**src/rtl/axi_lite_reg_slave.sv**
```systemverilog
// AXI4-Lite register bank: NUM_REGS x DATA_WIDTH registers from BASE_ADDR, with byte strobes, SLVERR decode and per-register write pulses.
// Optional AWPROT privilege check on writes enabled by defining AXIL_PROT_CHECK_EN.
module axi_lite_reg_slave #(
  parameter int DATA_WIDTH = 32,
  parameter int ADDRESS_WIDTH = 32,
  parameter int NUM_REGS = 16,
  parameter logic [ADDRESS_WIDTH-1:0] BASE_ADDR = '0
) (
  input  logic                           ACLK,
  input  logic                           ARESETn,
  input  logic [ADDRESS_WIDTH-1:0]       AWADDR,
  input  logic [2:0]                     AWPROT,
  input  logic                           AWVALID,
  output logic                           AWREADY,
  input  logic [DATA_WIDTH-1:0]          WDATA,
  input  logic [DATA_WIDTH/8-1:0]        WSTRB,
  input  logic                           WVALID,
  output logic                           WREADY,
  output logic [1:0]                     BRESP,
  output logic                           BVALID,
  input  logic                           BREADY,
  input  logic [ADDRESS_WIDTH-1:0]       ARADDR,
  input  logic [2:0]                     ARPROT,
  input  logic                           ARVALID,
  output logic                           ARREADY,
  output logic [DATA_WIDTH-1:0]          RDATA,
  output logic [1:0]                     RRESP,
  output logic                           RVALID,
  input  logic                           RREADY,
  output logic [NUM_REGS*DATA_WIDTH-1:0] reg_q,
  output logic [NUM_REGS-1:0]            reg_wr_pulse
);

  localparam int BYTES = DATA_WIDTH / 8;
  localparam int ADDR_LSB = $clog2(BYTES);
  localparam int IDX_W = (NUM_REGS > 1) ? $clog2(NUM_REGS) : 1;
  localparam logic [ADDRESS_WIDTH:0] ADDR_END =
    {1'b0, BASE_ADDR} + (ADDRESS_WIDTH+1)'(NUM_REGS * BYTES);
  localparam logic [1:0] RESP_OKAY = 2'b00;
  localparam logic [1:0] RESP_SLVERR = 2'b10;

  logic [DATA_WIDTH-1:0] regs [NUM_REGS];

  logic                     aw_held, w_held;
  logic [ADDRESS_WIDTH-1:0] aw_addr_q;
  logic [2:0]               aw_prot_q;
  logic [DATA_WIDTH-1:0]    w_data_q;
  logic [BYTES-1:0]         w_strb_q;

  logic                     aw_hs, w_hs, commit;
  logic [ADDRESS_WIDTH-1:0] wr_addr, wr_off;
  logic [2:0]               wr_prot;
  logic [DATA_WIDTH-1:0]    wr_data;
  logic [BYTES-1:0]         wr_strb;
  logic [IDX_W-1:0]         wr_idx;
  logic                     wr_in_range, wr_ok;

  logic                     ar_hs;
  logic [ADDRESS_WIDTH-1:0] rd_off;
  logic [IDX_W-1:0]         rd_idx;
  logic                     rd_in_range;

  assign AWREADY = !aw_held && !BVALID;
  assign WREADY  = !w_held && !BVALID;
  assign ARREADY = !RVALID;

  assign aw_hs  = AWVALID && AWREADY;
  assign w_hs   = WVALID && WREADY;
  // A write commits on the edge where each half is either already held or handshaking now.
  assign commit = (aw_held || aw_hs) && (w_held || w_hs);

  assign wr_addr = aw_held ? aw_addr_q : AWADDR;
  assign wr_prot = aw_held ? aw_prot_q : AWPROT;
  assign wr_data = w_held ? w_data_q : WDATA;
  assign wr_strb = w_held ? w_strb_q : WSTRB;

  assign wr_off      = wr_addr - BASE_ADDR;
  assign wr_idx      = wr_off[ADDR_LSB +: IDX_W];
  assign wr_in_range = (wr_addr >= BASE_ADDR) && ({1'b0, wr_addr} < ADDR_END);

`ifdef AXIL_PROT_CHECK_EN
  assign wr_ok = wr_in_range && wr_prot[0];
`else
  assign wr_ok = wr_in_range;
`endif

  assign ar_hs       = ARVALID && ARREADY;
  assign rd_off      = ARADDR - BASE_ADDR;
  assign rd_idx      = rd_off[ADDR_LSB +: IDX_W];
  assign rd_in_range = (ARADDR >= BASE_ADDR) && ({1'b0, ARADDR} < ADDR_END);

  // Protection bits and the discarded byte-offset bits are intentionally dropped.
  logic unused;
  assign unused = ^{ARPROT, wr_prot, wr_off, rd_off};

  always_ff @(posedge ACLK or negedge ARESETn) begin
    if (!ARESETn) begin
      aw_held   <= 1'b0;
      w_held    <= 1'b0;
      aw_addr_q <= '0;
      aw_prot_q <= '0;
      w_data_q  <= '0;
      w_strb_q  <= '0;
    end else if (commit) begin
      aw_held <= 1'b0;
      w_held  <= 1'b0;
    end else begin
      if (aw_hs) begin
        aw_held   <= 1'b1;
        aw_addr_q <= AWADDR;
        aw_prot_q <= AWPROT;
      end
      if (w_hs) begin
        w_held   <= 1'b1;
        w_data_q <= WDATA;
        w_strb_q <= WSTRB;
      end
    end
  end

  always_ff @(posedge ACLK or negedge ARESETn) begin
    if (!ARESETn) begin
      BVALID <= 1'b0;
      BRESP  <= RESP_OKAY;
    end else if (commit) begin
      BVALID <= 1'b1;
      BRESP  <= wr_ok ? RESP_OKAY : RESP_SLVERR;
    end else if (BVALID && BREADY) begin
      BVALID <= 1'b0;
    end
  end

  always_ff @(posedge ACLK or negedge ARESETn) begin
    if (!ARESETn) begin
      for (int i = 0; i < NUM_REGS; i++) regs[i] <= '0;
      reg_wr_pulse <= '0;
    end else begin
      reg_wr_pulse <= '0;
      for (int i = 0; i < NUM_REGS; i++) begin
        if (commit && wr_ok && (wr_idx == IDX_W'(i))) begin
          reg_wr_pulse[i] <= 1'b1;
          for (int b = 0; b < BYTES; b++) begin
            if (wr_strb[b]) regs[i][b*8 +: 8] <= wr_data[b*8 +: 8];
          end
        end
      end
    end
  end

  // Reads sample regs before this edge's write lands, so a same-edge read sees the old value.
  always_ff @(posedge ACLK or negedge ARESETn) begin
    if (!ARESETn) begin
      RVALID <= 1'b0;
      RDATA  <= '0;
      RRESP  <= RESP_OKAY;
    end else if (ar_hs) begin
      RVALID <= 1'b1;
      RDATA  <= rd_in_range ? regs[rd_idx] : '0;
      RRESP  <= rd_in_range ? RESP_OKAY : RESP_SLVERR;
    end else if (RVALID && RREADY) begin
      RVALID <= 1'b0;
    end
  end

  for (genvar g = 0; g < NUM_REGS; g++) begin : g_reg_q
    assign reg_q[g*DATA_WIDTH +: DATA_WIDTH] = regs[g];
  end

endmodule

```
**config.mk**
```make
export PLATFORM = sky130hd
export DESIGN_NAME = axi_lite_reg_slave
export DESIGN_NICKNAME = d
export VERILOG_FILES = /design/src/rtl/axi_lite_reg_slave.sv
export SDC_FILE = /design/constraint.sdc
export NUM_CORES = 1
export LEC_CHECK = 0
export CAP_MARGIN = 20
export CORE_ASPECT_RATIO = 0.9
export CORE_MARGIN = 5
export CORE_UTILIZATION = 30
export CTS_BUF_LIST = sky130_fd_sc_hd__clkbuf_4 sky130_fd_sc_hd__clkbuf_8
export DETAILED_ROUTE_END_ITERATION = 16
export RECOVER_POWER = 100
export SYNTH_ARGS = -nofsm -noshare
export SYNTH_HDL_FRONTEND = slang
export SYNTH_SLANG_ARGS = --single-unit
```
**constraint.sdc**
```tcl
create_clock -name ACLK -period 5.1 [get_ports ACLK]
set_clock_uncertainty 0.2 [all_clocks]
set_input_delay 1.53 -clock ACLK [delete_from_list [all_inputs] [get_ports ACLK]]
set_output_delay 1.53 -clock ACLK [all_outputs]
set_load 0.02 [all_outputs]
```
=== Word-level counts from Yosys, hierarchy flattened ===
Cells that the tools add are included.

* Add/subtract/negate cells: 0
* $mul: 0
* Divide/modulo/power cells: 0
* Magnitude comparators: 5
* Eq/ne operators: 15
* Shift operators: 0
* Multiplexer cells: 33
* Bitwise gates (word level): 2
* Reductions and logical operators: 104

{| class="wikitable"
|+ Operator list
! operator !! count
|-
| $mux 32 || 5
|-
| $reduce_and 2->1 || 66
|-
| $bmux 32 s4 || 1
|-
| $ge 32x1->1 const B || 2
|-
| $lt 32x7->1 const B || 2
|-
| $eq 4x4->1 const B || 8
|-
| $logic_and 1x1->1 || 27
|-
| $mux 1 || 24
|-
| $eq 4x3->1 const B || 4
|-
| $eq 4x2->1 const B || 2
|-
| $reduce_bool 2->1 || 4
|-
| $ge 5x5->1 const B || 1
|-
| $not 4->5 || 1
|-
| $eq 4x1->1 const B || 1
|-
| $logic_not 1->1 || 4
|-
| $logic_not 4->1 || 1
|-
| $mux 2 || 2
|-
| $mux 4 || 1
|-
| $logic_or 1x1->1 || 2
|-
| $not 1->1 || 1
|}

* Flip-flop bits (word level): 636
* Bits in latches: 0
* RAM bits: 0
* Memory bits (read-only): 0
* Bits of input ports: 113
* Output and inout port bits: 569
* Logic and storage cells: 234
* Memories kept: 0

=== Depth between registers and ports, before layout ===
Gate-level depths: netlist (run 1).

* Word-level depth: 8
* Depth in mapped cells: 10
* Depth with buffers taken out: 5

=== Worst setup path before layout (run 1) ===
OpenSTA, ideal clock, no wires.

* Kind: input to register
* Start: input ARADDR[2]
* End: register RDATA[17]
* Setup time: 121 ps
* Data arrival time: 3286 ps
* Required time: 4779 ps
* Path slack: 1493 ps
* Stages: 6
* Path buffers: 2
* Cell sequence: clkbuf_1 buf_1 mux4_2 a22oi_1 nand2_1 a22o_1

* Longest elaborated chain between the ends: 5
* Elaborated cells between the ends (all ways): 8
* Classes of those cells: 2 x order compare; 4 x mux; 1 x bitwise; 1 x reduce/logical

{| class="wikitable"
|+ RTL lines
! item !! line !! source
|-
| start, declared || 22 || <nowiki>input logic [ADDRESS_WIDTH-1:0] ARADDR,</nowiki>
|-
| branches (longest 4 deep; another with $ge 32x1->1) || -- ||
|-
| $mux 32 (*) || 158 || <nowiki>RDATA <= rd_in_range ? regs[rd_idx] : '0;</nowiki>
|-
| end signal, assigned || 158 ||
|-
| end, declared || 26 || <nowiki>output logic [DATA_WIDTH-1:0] RDATA,</nowiki>
|}

Mark *: on every way between the ends. The select of a mux whose other input is x is not followed.
A chain may end at the register's enable or synchronous reset.

=== Worst setup path in the final report (run 1) ===
* Start: input AWADDR[19]
* End: register regs (netlist bit reg_q[136])

* Longest elaborated chain between the ends: 6
* Elaborated cells between the ends (all ways): 7
* Classes of those cells: 2 x order compare; 1 x mux; 4 x reduce/logical

{| class="wikitable"
|+ RTL lines
! item !! line !! source
|-
| start, declared || 11 || <nowiki>input logic [ADDRESS_WIDTH-1:0] AWADDR,</nowiki>
|-
| $mux 32 (*) || 72 || <nowiki>assign wr_addr = aw_held ? aw_addr_q : AWADDR;</nowiki>
|-
| $ge 32x1->1 / $lt 32x7->1 (equally long branches) || 79 || <nowiki>assign wr_in_range = (wr_addr >= BASE_ADDR) && ({1'b0, wr_addr} < ADDR_END);</nowiki>
|-
| $logic_and 1x1->1 (*) || 79 ||
|-
| $logic_and 1x1->1 (*) (2 in a row) || 140 || <nowiki>if (commit && wr_ok && (wr_idx == IDX_W'(i))) begin</nowiki>
|-
| $reduce_and 2->1 (no line) (*) || -- ||
|-
| end signal, assigned by index || 143 || <nowiki>if (wr_strb[b]) regs[i][b*8 +: 8] <= wr_data[b*8 +: 8];</nowiki>
|-
| end, declared || 42 || <nowiki>logic [DATA_WIDTH-1:0] regs [NUM_REGS];</nowiki>
|}

Mark *: on every way between the ends. The rest lies on a longest branch, timed or not.

==> results.toml, run 1 <==
[outcome]
status = "complete, but fails checks"
violations = "max-capacitance violations, max-slew violations"

[route]
wl_per_cell_um = 28.6
drc = 0
drtPass1Iterations = 5
vias = 20200
initialDrtViolationCount = 1201
via_per_inst = 5.17
antenna_left = 0
drt-total-wl_um = 112000

[synthesis]
synthesis.instances = 1806
ys.flop_type = "dfrtp_1"
synth_seq_cells = 632
async_flop_share_pct = 100
seq_area_frac_synth_pct = 55.4
syn_avg_cell_area_um2 = 15.8
synth_area_mm2 = 0.0285
synth_edf_count = 0
yosys.cell_types.count = 41
yosysWarningCount = 0

[critical_path]
cp.arrival_ns = 5.13
worstPathMaxFanout = 32
cp-end-kind = "flip-flop"
cp.required_ns = 5.50
cp-start-kind = "input pin"
crit_type = "in2reg"

[timing]
relSlewSlack_pct = -83.9
max_freq_mhz = 211
setup_viol = 0
finalHoldViolCount = 0
drv_slew = 173
rsz0062_at_grt = "no"
tns_ns = 0
fin_crit_sh_pct = 92.8
worst_pin_slew_ns = 2.76
fin_crit_ns = 4.73

[finish]
fin_nets = 2672
final_layout_size_suffix_gt1_share_pct = 37.6
syn_to_final_growth_pct = 37.5
post-route-util_pct = 41.5

[grt]
grt_first_pass_wirelength_um = 160000
grt_max_degree = 98
grt_pass1_vias = 21600
grt_use_total_pct = 21.5
antenna_found_initial = 11
grt-ovfl-total = 0

[cts]
htree_levels = 3
cts_buffers = 111
cts_tree = "done"
cts_setup_buffers = 0
cts_num_sinks = 632
clk_pin_slew_ns = 0.06
clk_latency_ns = 0.72
clockRootBuffer = "clkbuf_8"
cts_resized = 0
cts_buffer_depth = 3
hold_buffers = 0

[die]
die_area_mm2 = 0.101
start_util_pct = 30.2
io_pins = 682
die_height_um = 303
row_count = 107
core-area_mm2 = 0.0945
dieWidth_um = 335

[place]
dpl.hpwl_um = 77600
place.gp.congestion = 0.832
port-buffer-count = 669

[hold_path]
hold_path_class = "reg2reg"

[pwr]
p_per_area_mw_per_mm2 = 326
p_leak_nw = 19.8
vdd_drop_max_v = 0.000174

[job]
cap_violations = 4
layout make-up:
type	instances	area, µm²
Timing Repair Buffer	756	7330
Clock inverter	22	263
Clock buffer	178	2290
Inverter	6	22.5
Antenna cell	7	17.5
Sequential cell	632	15800
Multi-Input combinational cell	1052	11900
Fill cell	8766	55300
Tap cell	1253	1570
power breakdown:
group | switching (mW) | internal, mW | total (mW)
clock network | 2.20 | 3.06 | 5.26
registers | 0.254 | 5.30 | 5.55
logic | 1.32 | 0.674 | 1.99
worst paths after layout:
kind	start	to	cells after the start	slack, ns
max reg2reg	aw_held	reg_q[136]	8	0.90
max	AWADDR[19]	reg_q[136]	8	0.37
min reg2reg	w_data_q[0]	w_data_q[0]	1	0.30
min in group asynchronous	ARESETn	reg_q[340]	1	1.46
max in group asynchronous	ARESETn	w_data_q[25]	2	1.05
min	w_data_q[0]	w_data_q[0]	1	0.30
state kept, by name (all words and copies together) (netlist names), 4 cells and up:
name / count
reg_q: 512
RDATA: 32
w_data_q: 32
aw_addr_q: 30
reg_wr_pulse: 16
w_strb_q: 4
cells in the final DEF, fill, tap and decap left out, types with 31 or more instances in the layout:
cell type	instances
a22o_1	32
clkdlybuf4s50_1	95
mux2_2	595
nor2_1	31
dlygate4sd3_1	571
a22oi_1	64
nand2_1	38
mux4_2	128
nand4_1	33
clkbuf_8	153
clkbuf_1	47
dfrtp_1	631
per-stage QoR:
step | power, mW | cells | cell area, µm² | setup WS, ns | hold slack (ns)
6_report | 12.8 | 3906 | 39200 | 0.366 | 0.301
5_1_grt | 13.4 | 3902 | 39200 | 0.386 | 0.308
4_1_cts | 13.1 | 3897 | 39800 | 0.775 | 0.304
3_5_place_dp | 7.75 | 3697 | 37200 | 0.0994 | 0.287
3_3_place_gp | 7.67 | 3696 | 37200 | 0.126 | 0.281
2_1_floorplan | 6.84 | 1807 | 28500 | 1.49 | 0.274
synth_stat cells, types with 3 or more instances:
cell	count	area (µm²)
mux2_2	595	6700
mux2i_1	4	40.0
dfrtp_1	632	15800
mux4_2	128	2880
a22oi_1	64	480
nand3b_1	4	30.0
nor2b_1	7	43.8
a22o_1	32	280
mux2_1	13	146
nand4_2	28	350
clkbuf_1	81	304
nor4_1	15	93.8
buf_2	18	90.1
nand2_1	38	143
buf_6	3	33.8
nor3_1	10	50.1
buf_4	4	30.0
a21oi_1	6	30.0
nand3_2	7	70.1
nand4_4	20	425
buf_1	9	33.8
o21ai_0	4	20.0
and3_1	10	62.6
nand3_1	17	85.1
nor2_1	34	128
inv_1	6	22.5
layer usage:
metal	vias up	global-route usage (%)	share of wire, %
li1	8448	-	-
met1	10700	27.4	41
met2	841	35.0	48
met3	205	6.88	7.8
met4	8	6.81	3.2
met5	-	0	0.047
kinds of logic (layout without fill, tap and decap cells):
family / after synthesis / after routing / synth area share (%)
buffers and inverters: 123 / 962 / 1.92
AND/OR/NAND/NOR: 197 / 197 / 5.38
multiplexers: 740 / 740 / 34.2
other: 1 / 9 / 0.0131
flip-flops: 632 / 632 / 55.4
AO/OA/AOI/OAI: 113 / 113 / 3.03
worst max-delay path, cell delays in order:
cell and delay, ns:
dlygate4sd3_1 0.57, nor4_1 0.31, nand3_1 0.12, a222oi_1 0.87
buf_12 0.26, buf_12 0.20, nand4_1 0.69, mux2_2 0.56
Power figures use the tool's default switching activity.
==> inputs of run 2 (changes only) <==
--- a/config.mk
+++ b/config.mk
@@ -6,11 +6,12 @@
 export NUM_CORES = 1
 export LEC_CHECK = 0
 export CAP_MARGIN = 20
-export CORE_ASPECT_RATIO = 0.9
+export CORE_ASPECT_RATIO = 0.6
 export CORE_MARGIN = 5
 export CORE_UTILIZATION = 30
 export CTS_BUF_LIST = sky130_fd_sc_hd__clkbuf_4 sky130_fd_sc_hd__clkbuf_8
 export DETAILED_ROUTE_END_ITERATION = 16
+export MAX_ROUTING_LAYER = met4
 export RECOVER_POWER = 100
 export SYNTH_ARGS = -nofsm -noshare
 export SYNTH_HDL_FRONTEND = slang
==> run 2 against run 1 <==
The run still ends with max-capacitance violations, max-slew violations left. Register-to-register slack worse by 0.04 ns. Critical path depth is 3 lower. Clock power is 8.0% lower. Worst setup slack better by 0.094 ns. Fmax is 2.0% higher. Flip-flop and latch count stayed put. Routed wire length is 5.3% higher. Sequential power is 0.7% lower. Sequential share of layout area is 0.42 points higher. Non-clock buffer count is 9 lower. Total power is 3.0% lower. Final cell count is 1.1% lower. Critical path type unchanged. Largest cell class unchanged. Largest power group unchanged. Highest routed layer is now met4.
==> results.toml, run 2 (synthesis gave the netlist of run 1 again) <==
[outcome]
status = "complete, but fails checks"
violations = "max-capacitance violations, max-slew violations"

[route]
wl_per_cell_um = 30.4
drtPass1Iterations = 5
vias = 20500
drc = 0
via_per_inst = 5.31
antenna_left = 0
drt-total-wl_um = 118000
initialDrtViolationCount = 1274

[pwr]
p_leak_nw = 19.6
p_int_mw = 8.72
vdd_drop_max_v = 0.000173
swShare_pct = 29.7
p_switching_mw = 3.69
seqPwrFrac_pct = 44.3
power_frac_comb_pct = 16.7
clkPwrFrac_pct = 39.0
p_per_area_mw_per_mm2 = 320

[grt]
grt_first_pass_wirelength_um = 169000
grt-ovfl-total = 0
grt_use_total_pct = 23.4
antenna_found_initial = 9
grt_max_degree = 113
grt_pass1_vias = 21600

[die]
die_height_um = 249
die_area_mm2 = 0.102
io_pins = 682
core-area_mm2 = 0.0942
row_count = 87
start_util_pct = 30.3
dieWidth_um = 408

[cts]
cts_resized = 0
clk_pin_slew_ns = 0.06
htree_levels = 3
clockRootBuffer = "clkbuf_8"
cts_setup_buffers = 0
cts_buffers = 100
cts_buffer_depth = 3
hold_buffers = 0
cts_num_sinks = 632
clk_latency_ns = 0.74
cts_tree = "done"

[timing]
fin_crit_sh_pct = 91.0
worst_pin_slew_ns = 2.60
rsz0062_at_grt = "no"
setup_viol = 0
fin_crit_ns = 4.64
relSlewSlack_pct = -73.5
max_freq_mhz = 216
finalHoldViolCount = 0
drv_slew = 201
tns_ns = 0

[finish]
multi_input_area_mm2 = 0.0119
final_cells = 3863
final_layout_size_suffix_gt1_share_pct = 37.0
mostFrequentLayoutCell = "dfrtp_1"
fin_nets = 2652
num-fill-cells = 8603
largest_reg_flops = 512
most-common-layout-cells = "632 x dfrtp_1, 592 x mux2_2, 569 x dlygate4sd3_1"
syn_to_final_growth_pct = 36.1
seq_area_mm2 = 0.0158

[critical_path]
cp.arrival_ns = 4.91
cp-start-kind = "input pin"
r2r-start = "w_held"
crit_slowest_cell = "clkbuf_1"
timing.critical_path.to = "RVALID"
reg2reg_to = "reg_q[336]"
slowest_delay_ns = 1.73
crit_start = "ARVALID"
cp.required_ns = 5.37
cp-end-kind = "flip-flop"
r2r_slack_ns = 0.86
rr_worst_depth = 6
crit_path_cell_trace = "dlygate4sd3_1, nand2b_2, buf_4, clkbuf_1, o21ai_0"
crit_type = "in2reg"
worstPathMaxFanout = 23

[place]
dp_cells = 3683
port-buffer-count = 669
dpl.hpwl_um = 83900
place.gp.congestion = 0.851

[job]
cap_violations = 5

[hold_path]
hold_path_class = "reg2reg"
hold_path_depth = 1
## run 2: cell types whose count changed in the layout (fill, tap and decap cells not counted), moves of 3 or more
| cell | before | now |
|---|---|---|
| clkbuf_4 | 25 | 36 |
| mux2_1 | 13 | 16 |
| mux2_2 | 595 | 592 |
| buf_4 | 20 | 28 |
| clkbuf_8 | 153 | 120 |
| clkbuf_1 | 47 | 34 |
| nand4_2 | 8 | 0 |
| clkinv_2 | 10 | 5 |
| bufinv_16 | 4 | 7 |
| nand4_1 | 33 | 39 |
## run 2: how the worst min path moves through the flow
stage | slack, ns | to | from
floorplan | 0.27 | w_data_q[0] | w_data_q[0]
global placement | 0.28 | w_data_q[16] | w_data_q[16]
detailed placement | 0.29 | w_data_q[4] | w_data_q[4]
CTS | 0.30 | w_data_q[4] | w_data_q[4]
global route | 0.31 | w_data_q[10] | w_data_q[10]
finish | 0.30 | w_data_q[29] | w_data_q[29]
## run 2: through the flow
step                hold WS [ns]  util (%)  worst slack (ns)  cell area, µm²  power [mW]
finish                     0.299      41.2             0.460           38800        12.4
global placement           0.281      39.4             0.447           37100        7.69
global route               0.314      41.2             0.448           38800        13.0
CTS                        0.302      41.8             0.952           39300        12.7
detailed placement         0.287      39.4             0.306           37100        7.78
floorplan                  0.274         -              1.49           28500        6.84
## run 2: cell type report
type                       instances  area share (%)
tap                             1246            4.01
inverter                           6          0.0580
clock buffer                     156            4.95
multi-input combinational       1052            30.7
antenna                            7          0.0451
timing repair buffer             747            18.8
clock inverter                    17           0.715
sequential                       632            40.7
## run 2: metal layers
layer,vias to the layer above,share of wire [%],track usage (%),wire (µm)
met3,167,7.6,6.33,8990
li1,8386,-,-,-
met1,11100,43,30.8,50700
met5,-,0,-,0
met4,0,2.6,5.92,3070
met2,841,47,36.2,54800
## run 2: worst max-delay path: cells and delay by family
| family | cells | cell delay, ns |
|---|---|---|
| AOI/OAI and AO/OA | 1 | 0.35 |
| and+or+nand+nor | 1 | 0.22 |
| buffers and inverters | 3 | 2.70 |
## run 2: power by group through the flow
stage                     combinational (mW)  clock (mW)  sequential (mW)
final                                   2.07        4.84             5.51
after global routing                    2.24        5.21             5.53
after CTS                               2.19        4.98             5.51
after detailed placement                2.18           0             5.60
after global placement                  2.12           0             5.57
after floorplan                         1.35           0             5.49
==> inputs of run 3 (changes only) <==
--- a/config.mk
+++ b/config.mk
@@ -10,9 +10,12 @@
 export CORE_MARGIN = 5
 export CORE_UTILIZATION = 30
 export CTS_BUF_LIST = sky130_fd_sc_hd__clkbuf_4 sky130_fd_sc_hd__clkbuf_8
+export CTS_CLUSTER_SIZE = 40
 export DETAILED_ROUTE_END_ITERATION = 16
+export DONT_BUFFER_PORTS = 1
 export MAX_ROUTING_LAYER = met4
 export RECOVER_POWER = 100
+export SETUP_SLACK_MARGIN = 0.15
 export SYNTH_ARGS = -nofsm -noshare
 export SYNTH_HDL_FRONTEND = slang
 export SYNTH_SLANG_ARGS = --single-unit
==> run 3 against run 2 <==
The run still ends with max-capacitance violations, max-slew violations left. Combinational power is 12% lower. Worst setup slack gained 0.21 ns. Design area is 16% lower. Flip-flop and latch count unchanged. Total power rose by 1.4%. Via count is 13% lower. Utilization shrank 6.7 points. Sequential power hardly changed. Critical path type is now reg2reg. Largest cell class unchanged. Highest routed layer unchanged.
==> results.toml, run 3 (synthesis gave the netlist of run 1 again) <==
[outcome]
status = "complete, but fails checks"
violations = "max-capacitance violations, max-slew violations"

[cts]
cts_buffer_depth = 3
cts_buffers = 102
hold_buffers = 0
cts_resized = 0
clk_latency_ns = 0.79
cts_num_sinks = 632
cts_tree = "done"
clk_pin_slew_ns = 0.07
htree_levels = 3
clockRootBuffer = "clkbuf_8"
cts_setup_buffers = 0

[place]
place.gp.congestion = 0.854
port-buffer-count = 0
placedInstanceArea_mm2 = 0.0302
dpl.hpwl_um = 73500

[finish]
mostFrequentLayoutCell = "dfrtp_1"
fin_nets = 1959
fin_area_mm2 = 0.0325
syn_to_final_growth_pct = 14.1
num-fill-cells = 8920
largest_reg_flops = 512
final_layout_size_suffix_gt1_share_pct = 52.9
most-common-layout-cells = "632 x dfrtp_1, 593 x mux2_2, 128 x mux4_2"

[grt]
grt-ovfl-total = 0
grt_max_degree = 633
grt_pass1_vias = 18800
grt_first_pass_wirelength_um = 151000
grt_use_total_pct = 21.2
antenna_found_initial = 7

[route]
initialDrtViolationCount = 1492
drtPass1Iterations = 7
via_per_inst = 5.62
drc = 0
wl_per_cell_um = 33.7
antenna_left = 0
vias = 17900
drt-total-wl_um = 107000

[timing]
worst_pin_slew_ns = 2.59
rsz0062_at_grt = "no"
relSlewSlack_pct = -73.2
max_freq_mhz = 226
fin_hold_ws_ns = 0.239
finalHoldViolCount = 0
drv_slew = 129
fin_crit_ns = 4.43
setup_viol = 0
fin_crit_sh_pct = 86.9
tns_ns = 0

[pwr]
total_power_mw = 12.6
p_per_area_mw_per_mm2 = 387
p_leak_nw = 15.6
vdd_drop_max_v = 0.000207

[critical_path]
cp.required_ns = 5.56
r2r_slack_ns = 0.67
cp_top_family = "flip-flops"
crit_slowest_cell = "dfrtp_1"
worstPathMaxFanout = 20
cp.arrival_ns = 4.90
reg2reg_to = "reg_q[330]"
critical_path_buf_inv_count = 1
cp-end-kind = "flip-flop"
crit_type = "reg2reg"
cp-start-kind = "flip-flop"
crit_path_cell_trace = "clkbuf_2, mux2i_1, nor2_1, nand4_1, mux2_2"
slowest_delay_ns = 1.39
r2r-start = "w_held"
cp.depth = 5
rr_worst_depth = 5

[die]
dieWidth_um = 408
io_pins = 682
row_count = 87
die_area_mm2 = 0.102
start_util_pct = 30.3
core-area_mm2 = 0.0942
die_height_um = 249

[hold_path]
hold_path_class = "in2async"

[job]
cap_violations = 5
run 3: changes by cell type in the layout (fill, tap and decap cells not counted), sizes merged:
cell           before  now
inv                 8   12
clkinv              5   20
buf                42   44
clkbuf            195  157
diode               7   10
clkdlybuf4s50      97    0
bufinv              7   12
dlygate4sd3       569    0
clkinvlp            3    2
run 3: power breakdown:
group	switching, mW	leakage [nW]	internal, mW
sequential	0.234	8.68	5.29
clock	2.25	1.28	3.00
combinational	1.24	5.65	0.580
total	3.73	15.6	8.87
run 3: worst max-delay path by stage:
stage                           from         end  slack, ns
after floorplan            ARADDR[2]   RDATA[17]       1.49
after global placement    AWADDR[27]  reg_q[393]       0.74
after detailed placement  AWADDR[27]  reg_q[462]       0.67
after CTS                    aw_held   reg_q[86]       1.30
after global routing          w_held  reg_q[482]       0.57
final                         w_held  reg_q[330]       0.67
run 3: per-layer routing:
| layer | up-vias | track usage, % | share of wire [%] |
|---|---|---|---|
| li1 | 7016 | - | - |
| met1 | 9653 | 24.2 | 38 |
| met2 | 968 | 33.2 | 47 |
| met3 | 264 | 8.53 | 10 |
| met4 | 0 | 9.06 | 4.2 |
| met5 | - | - | 0 |
run 3: final cells by class:
class	instances	area, µm²	share of cell area [%]
antenna	10	25.0	0.0769
clock inverter	40	543	1.67
timing repair buffer	52	450	1.38
sequential	632	15800	48.6
multi-input combinational	1052	12300	37.7
tap	1246	1560	4.79
clock buffer	149	1880	5.76
inverter	6	22.5	0.0692
run 3: through the flow:
| stage | setup WS [ns] | std cells | utilization (%) |
|---|---|---|---|
| floorplan | 1.49 | 1807 | - |
| global placement | 0.742 | 2988 | 32.0 |
| detailed placement | 0.674 | 2988 | 32.0 |
| CTS | 1.30 | 3177 | 34.6 |
| global route | 0.568 | 3186 | 34.6 |
| finish | 0.668 | 3187 | 34.6 |
